===== config.mk =====
export PLATFORM = sky130hd
export DESIGN_NAME = seq_tile_mul16
export DESIGN_NICKNAME = d
export VERILOG_FILES = /design/src/rtl/seq_mul_pkg.sv /design/src/rtl/seq_tile_mul16_tile.sv /design/src/rtl/seq_tile_mul16.sv
export SDC_FILE = /design/constraint.sdc
export NUM_CORES = 1
export LEC_CHECK = 0
export ABC_AREA = 1
export CORE_MARGIN = 10
export CORE_UTILIZATION = 42
export DETAILED_ROUTE_END_ITERATION = 10
export PLACE_DENSITY = 0.74
export SLEW_MARGIN = 0
export SYNTH_ARGS = -nofsm -noshare
export SYNTH_HDL_FRONTEND = slang
export SYNTH_SLANG_ARGS = --single-unit

===== constraint.sdc =====
create_clock -name clk -period 6.3 [get_ports clk]
set_input_delay 1.89 -clock clk [delete_from_list [all_inputs] [get_ports clk]]
set_output_delay 1.89 -clock clk [all_outputs]
set_load 0.1 [all_outputs]

===== src/rtl/seq_mul_pkg.sv =====
// Shared definitions for the time-shared 16x16 multiplier: FSM encoding,
// tile geometry and the per-step shift helper.
package seq_mul_pkg;

    localparam int TILE_W = 8;
    localparam int STEPS  = 4;
    localparam int STEP_W = $clog2(STEPS);

    typedef enum logic [1:0] {
        IDLE = 2'd0,
        MUL  = 2'd1,
        DONE = 2'd2
    } state_t;

    typedef logic [STEP_W-1:0] step_t;

    // Left shift applied to a tile product before it is accumulated.
    // Step 0 is lo*lo, steps 1 and 2 are the cross terms, step 3 is hi*hi.
    function automatic logic [4:0] step_shift(input step_t s);
        case (s)
            2'd0:    step_shift = 5'd0;
            2'd3:    step_shift = 5'(2 * TILE_W);
            default: step_shift = 5'(TILE_W);
        endcase
    endfunction

endpackage


===== src/rtl/seq_tile_mul16_tile.sv =====
// mul8_tile: purely combinational 8x8 unsigned multiplier, the only
// multiplier in the block. Operands are zero-extended so the product is
// computed at full result width.
module mul8_tile
    import seq_mul_pkg::*;
(
    input  logic [TILE_W-1:0]   a,
    input  logic [TILE_W-1:0]   b,
    output logic [2*TILE_W-1:0] p
);

    logic [2*TILE_W-1:0] a_ext;
    logic [2*TILE_W-1:0] b_ext;

    assign a_ext = {{TILE_W{1'b0}}, a};
    assign b_ext = {{TILE_W{1'b0}}, b};
    assign p     = a_ext * b_ext;

endmodule


===== src/rtl/seq_tile_mul16.sv =====
// seq_tile_mul16: 16x16 -> 32 unsigned multiplier that reuses one 8x8 tile
// over up to four MUL cycles. Operand bytes are taken from the latched
// operands, the tile product feeds the accumulator adder in the same cycle.
// With SKIP_ZERO set, cross/high steps whose tile would see a zero byte
// are skipped entirely.
module seq_tile_mul16
    import seq_mul_pkg::*;
#(
    parameter bit SKIP_ZERO = 1'b1
) (
    input  logic        clk,
    input  logic        rst,
    input  logic        in_valid,
    output logic        in_ready,
    input  logic [15:0] a,
    input  logic [15:0] b,
    output logic        out_valid,
    input  logic        out_ready,
    output logic [31:0] out,
    output logic        busy
);

    state_t              state;
    logic [15:0]         a_q;
    logic [15:0]         b_q;
    logic [31:0]         acc;
    step_t               step;

    logic [TILE_W-1:0]   a_lo, a_hi, b_lo, b_hi;
    logic [TILE_W-1:0]   tile_a, tile_b;
    logic [2*TILE_W-1:0] tile_p;
    logic [31:0]         addend;
    logic [STEPS-1:0]    step_live;
    logic                has_next;
    step_t               next_step;
    logic                accept;

    assign a_lo = a_q[TILE_W-1:0];
    assign a_hi = a_q[2*TILE_W-1:TILE_W];
    assign b_lo = b_q[TILE_W-1:0];
    assign b_hi = b_q[2*TILE_W-1:TILE_W];

    // Step 0 always runs; the others only run if both their bytes are nonzero.
    assign step_live[0] = 1'b1;
    assign step_live[1] = !SKIP_ZERO || ((a_hi != '0) && (b_lo != '0));
    assign step_live[2] = !SKIP_ZERO || ((a_lo != '0) && (b_hi != '0));
    assign step_live[3] = !SKIP_ZERO || ((a_hi != '0) && (b_hi != '0));

    // Route the operand bytes of the current step into the shared tile.
    always_comb begin
        // NOTE: every always_comb output gets a default first so no path
        // leaves it unassigned and a latch is never inferred.
        tile_a = a_lo;
        tile_b = b_lo;
        case (step)
            2'd1: tile_a = a_hi;
            2'd2: tile_b = b_hi;
            2'd3: begin
                tile_a = a_hi;
                tile_b = b_hi;
            end
            default: ;
        endcase
    end

    mul8_tile u_tile (
        .a (tile_a),
        .b (tile_b),
        .p (tile_p)
    );

    assign addend = {{(32 - 2*TILE_W){1'b0}}, tile_p} << step_shift(step);

    // Find the lowest live step after the current one; none means finish.
    always_comb begin
        has_next  = 1'b0;
        next_step = step;
        for (int s = STEPS - 1; s > 0; s--) begin
            if ((s > int'(step)) && step_live[s]) begin
                has_next  = 1'b1;
                next_step = step_t'(s);
            end
        end
    end

    // A completed product can be replaced in the cycle it is taken.
    assign in_ready = (state == IDLE) || ((state == DONE) && out_ready);
    assign accept   = in_valid && in_ready;
    assign out      = acc;

    // Control FSM with datapath registers and registered status outputs.
    always_ff @(posedge clk or posedge rst) begin
        // NOTE: sequential state uses non-blocking assignments only, so every
        // register samples pre-edge values regardless of statement order.
        if (rst) begin
            state     <= IDLE;
            a_q       <= '0;
            b_q       <= '0;
            acc       <= '0;
            step      <= '0;
            out_valid <= 1'b0;
            busy      <= 1'b0;
        end else begin
            case (state)
                IDLE: begin
                    if (accept) begin
                        a_q   <= a;
                        b_q   <= b;
                        acc   <= '0;
                        step  <= '0;
                        state <= MUL;
                        busy  <= 1'b1;
                    end
                end
                MUL: begin
                    acc <= acc + addend;
                    if (has_next) begin
                        step <= next_step;
                    end else begin
                        state     <= DONE;
                        out_valid <= 1'b1;
                    end
                end
                DONE: begin
                    if (out_ready) begin
                        out_valid <= 1'b0;
                        if (in_valid) begin
                            a_q   <= a;
                            b_q   <= b;
                            acc   <= '0;
                            step  <= '0;
                            state <= MUL;
                        end else begin
                            state <= IDLE;
                            busy  <= 1'b0;
                        end
                    end
                end
                default: begin
                    state     <= IDLE;
                    out_valid <= 1'b0;
                    busy      <= 1'b0;
                end
            endcase
        end
    end

endmodule


After elaboration in Yosys (flattened, before gate mapping)
Index checks and enable logic that the tools add are counted.

word-level totals
  memories kept = 0
  bits of input ports = 36
  logic and storage cells = 90
  ROM bits = 0
  flip-flop bits (word level) = 70
  output and inout port bits = 35
  RAM bits = 0
  bits in latches = 0

cells by class
  reduce and logical (&&, ||, !) cells = 25
  multiplexer cells = 38
  shift operators = 1
  eq/ne operators = 12
  add/sub/neg operators = 1
  divide/modulo/power cells = 0
  magnitude comparators = 3
  bitwise operators = 2
  multiply operators = 1

operators by type and width
  operator                                             number
  two-way mux 16 bit                                   6
  two-way mux 32 bit                                   3
  one-hot mux 32 bit (3 select lines)                  1
  one-hot mux 16 bit (2 select lines)                  2
  adder 32 bit                                         1
  nonzero test 8 bit                                   4
  << shifter 16 x 5 -> 32 bit                          1
  two-way mux 2 bit                                    10
  multiplier 8 x 8 -> 16 bit                           1
  two-way mux 8 bit                                    2
  != test 2 bit, second input constant                 6
  one-hot mux 2 bit (3 select lines)                   2
  AND reduction 4 bit                                  3
  one-hot mux 5 bit (2 select lines)                   1
  two-way mux 1 bit                                    9
  logical AND 1 bit                                    8
  equality test 2 bit, second input constant           3
  one-hot mux 1 bit (3 select lines)                   2
  AND reduction 3 bit                                  2
  AND reduction 6 bit                                  1
  equality test 2 x 1 -> 1 bit, second input constant  2
  greater-than comparator 2 bit, first input constant  2
  zero test 2 bit                                      2
  != test 4 bit, second input constant                 1
  6 further kinds                                      8

Depth between registers and ports, before layout
  depth after elaboration = 8
  mapped depth = 39
  mapped depth without buffers = 38

Cells and area by module
A second synthesis with hierarchy kept.

unflattened totals
  cell total of the unflattened synthesis = 1327
  area, all modules = 8179.1 µm²

modules (own cells, without submodules)
  module          seq. area each (µm²)  cells each  area each (µm²)  times used
  seq_tile_mul16  1751.7                952         5783.0           1
  mul8_tile       0.0                   375         2396.0           1

Worst setup path before layout
Ideal clock, no wire load.

  path type = register -> register
  start point = register step[0]
  end point = register acc[28] (netlist: out[28])
  data arrival time = 6.052 ns
  setup time = 0.125 ns
  slack = 0.123 ns
  path buffers = 1
  clock period less this slack = 6.177 ns
  data required time = 6.175 ns
  stages on the path, launching flop included = 36
  cell sequence = dfrtp_1 -> inv_1 -> ha_1 -> nor2_1 -> buf_2 -> nand2_1 -> o21ai_0 -> inv_1 -> nor2_1 -> fa_1 -> fa_1 -> fa_1 -> inv_1 -> fa_1 -> inv_1 -> ha_1 -> nand2_1 -> nand2_1 -> nand2_1 -> nand3_2 -> nand3_1 -> nand3_1 -> xor2_1 -> mux2i_1 -> nor2_1 -> ha_1 -> a21oi_1 -> nor2_1 -> nor2_1 -> nor2_1 -> nor2_1 -> inv_1 -> a21oi_1 -> nand3_1 -> nand2_1 -> o21ai_1

on the way
  longest elaborated chain between the ends = 7
  elaborated cells between the ends (all ways) = 13
  classes of those cells = add/sub: 1; mul: 1; eq/ne: 3; shift: 1; mux: 4; reduce/logical: 3

RTL lines
  element                                      RTL line                                 RTL
  start: declaration                           seq_tile_mul16.sv:27                     step_t step;
  start signal: assignment                     seq_tile_mul16.sv:118                    step <= next_step;
  equality test 2 bit (tied with other cells)  seq_mul_pkg.sv:20, seq_tile_mul16.sv:55
  OR reduction 2 bit (no line)                 --
  two-way mux 8 bit                            seq_tile_mul16.sv:55                     case (step)
  multiplier 8 x 8 -> 16 bit                   seq_tile_mul16_tile.sv:17                assign p = a_ext * b_ext;
  << shifter 16 x 5 -> 32 bit (*)              seq_tile_mul16.sv:72                     assign addend = {{(32 - 2*TILE_W){1'b0}}, tile_p} << step_shift(step);
  adder 32 bit (*)                             seq_tile_mul16.sv:116                    acc <= acc + addend;
  one-hot mux 32 bit (3 select lines) (*)      seq_tile_mul16.sv:104                    case (state)
  end signal: assignment                       seq_tile_mul16.sv:116
  end: declaration                             seq_tile_mul16.sv:26                     logic [31:0] acc;

Every way passes the cells marked *; elsewhere a longest branch is shown, timed or not.
A chain may end at the register's enable or synchronous reset.

Worst setup path after layout
  start point = register step[1]
  end point = register acc[20] (netlist: out[20])

Same word-level chain as after synthesis.

==> results.tsv <==
metric	value	unit
status	finished with violations	
violations	negative setup slack	
fin_crit	6.42	ns
numCtsBuffers	9	
synthCells	1035	
clock-root-buffer	clkbuf_16	
clock_latency	0.36	ns
critPathLaunchType	register	
clk_pin_slew	0.06	ns
synth_cell_types	46	
tightest_slew	1.08	ns
yosys-top-cells-count	nand2_1 (245), inv_1 (164), nor2_1 (123)	
cp_slowest_stage_delay	0.54	ns
cp.required	6.54	ns
hp-class	reg -> reg	
area_delta_synth_final	51.3	%
skew	0.00598	ns
rr_endpoint	out[20]	
synth_seq_cells	70	
port_buffers	70	
die_x	152	microns
crit_family	adder cells	
synth_area_leaders	dfrtp_1 (24%), nand2_1 (13%), ha_1 (12%)	
cts_buffer_depth	2	
syn_nets	1180	
setup_violations	15	
drt-wirelength-per-cell	16.5	microns
die_h	152	microns
cts_tree	yes	
coreArea	17200	sq um
worstPathArrival	6.66	ns
cp-end-kind	register	
netlist.area_leader.share	0.240	
crit_fanout	8	
grt_use_total	0.193	
drc	0	
synth_most_common_cell	nand2_1	
avgSynthCellArea	7.05	sq um
fillCellCount	1341	
fin_crit_sh	1.02	
num_vias	8063	
synth_edf_count	0	
worst-path-buf-inv	10	
drt-total-wl	24.9	mm
rsz0062_at_grt	yes	
gp_congestion	1.01	
slowest_stage	fa_1	
hpwl	17.4	mm
gr-total-overflow	0	
hold_buffers	0	
r2r_start	step[1]	
yosys.area.top_type	dfrtp_1	
n_antenna_cell	0	
drtIter0Drc	791	
synth_area	7300	sq um
placed_cells	1452	
cts_sinks	70	
finalNonFillerCells	1506	
std_cell_rows	48	
grt_pass1_vias	7740	
die_area	23100	sq um
maxCapViolCount	0	
worstSetupEndpoint	out[20]	
first_pass_iters	7	
drv_slew	0	
hold_violations	0	
synth_seq_area_share	0.240	
grt_pass1_wl	37.5	mm
crit_cells	36	
layout-drive-gt1-share	0.351	
postLayoutSetupSlackWorst	-0.119	ns
fin_nets	1422	
worst-r2r-cell-count	36	
initial_core_util	0.425	
slew_headroom	0.279	
crit_start	step[1]	
async_flop_share	1.00	
synthFlopType	dfrtp_1	
postRouteAntennaNets	0	
synth_warnings	0	
r2r_slack	-0.12	ns
htreeDepth	3	
detail_route.vias_per_cell	5.35	
max_freq	156	MHz
antenna_found_initial	0	
io_pins	71	
path_class	reg -> reg	
grt_max_degree	62	
==> cells in the final DEF (no fill, tap or decap), types with 26 or more instances in the layout <==
master	netlist	routed
inv_1	164	141
dfrtp_1	70	68
o21ai_1	18	32
clkdlybuf4s50_1	0	69
o21ai_0	80	48
buf_4	1	159
nand2_1	245	206
a21oi_2	7	27
a21oi_1	54	26
fa_1	37	35
nor2_2	2	31
ha_1	72	50
nand2_2	17	39
nor2_1	123	78
==> logic make-up after synthesis <==
family | after synthesis | synth area share
multiplexers | 3 | 0.00411
AO/OA/AOI/OAI | 190 | 0.146
buffers and inverters | 186 | 0.0999
XOR/XNOR | 10 | 0.0120
AND/OR/NAND/NOR | 467 | 0.273
flip-flops | 70 | 0.240
adder cells (fa/ha/maj) | 109 | 0.225
==> layer usage <==
layer | wire length, microns | track usage | up-vias
met4 | 646 | 0.0578 | 0
met3 | 1550 | 0.0316 | 56
met1 | 10700 | 0.251 | 3901
met5 | 0 | 0 | -
met2 | 12000 | 0.319 | 295
li1 | - | - | 3811
==> worst min-delay path by stage <==
stage | startpoint | to | slack (ns) | cells after the start
final | out_valid | out_valid | 0.49 | 2
after global routing | out_valid | out_valid | 0.51 | 2
after CTS | out_valid | out_valid | 0.49 | 2
after detailed placement | out_valid | out_valid | 0.47 | 2
after global placement | out_valid | out_valid | 0.46 | 2
after floorplan | b_q[3] | b_q[3] | 0.46 | 2
==> state kept, by name (all words and copies together) (netlist names) <==
signal,count
b_q,16
out,32
state,2
busy,1
a_q,16
out_valid,1
step,2
==> worst register-to-register path, delay by kind of cell, from the launching register on <==
kind | cells | cell delay [ns]
AND/OR/NAND/NOR | 16 | 1.60
AO/OA/AOI/OAI | 3 | 0.23
adder cells (fa/ha/maj) | 7 | 2.89
flip-flops | 1 | 0.45
buffers and inverters | 10 | 1.15
==> final cells by class <==
type / count / area [sq um] / share of cell area
flip-flops and latches: 70 / 1750 / 0.159
well taps: 225 / 282 / 0.0255
inverters: 167 / 631 / 0.0571
multi-input cells: 779 / 5890 / 0.533
clock inverters: 5 / 83.8 / 0.00759
repair buffers: 250 / 2170 / 0.196
clock buffers: 10 / 239 / 0.0216
==> per-stage QoR <==
stage               hold WS (ns)  cell area [sq um]  utilization  TNS (ns)  worst slack (ns)
global placement           0.459               9250        0.538     -4.94            -0.332
floorplan                  0.463               7300            -         0             0.123
finish                     0.486              11000        0.643     -1.04            -0.119
CTS                        0.492              10100        0.589         0           0.00136
detailed placement         0.472               9250        0.538     -7.74            -0.434
global route               0.509              11000        0.643     -6.25            -0.397
==> timing repair <==
action | CTS | global route
resized for setup | 103 | 210
buffers inserted | 24 | 14
pin swaps | 62 | 98
endpoints found under the setup margin | 24 | 24
cloned | 2 | 0
Power is not shown: default switching activity piles up to over one toggle a cycle in this logic, so the estimate is an artifact.
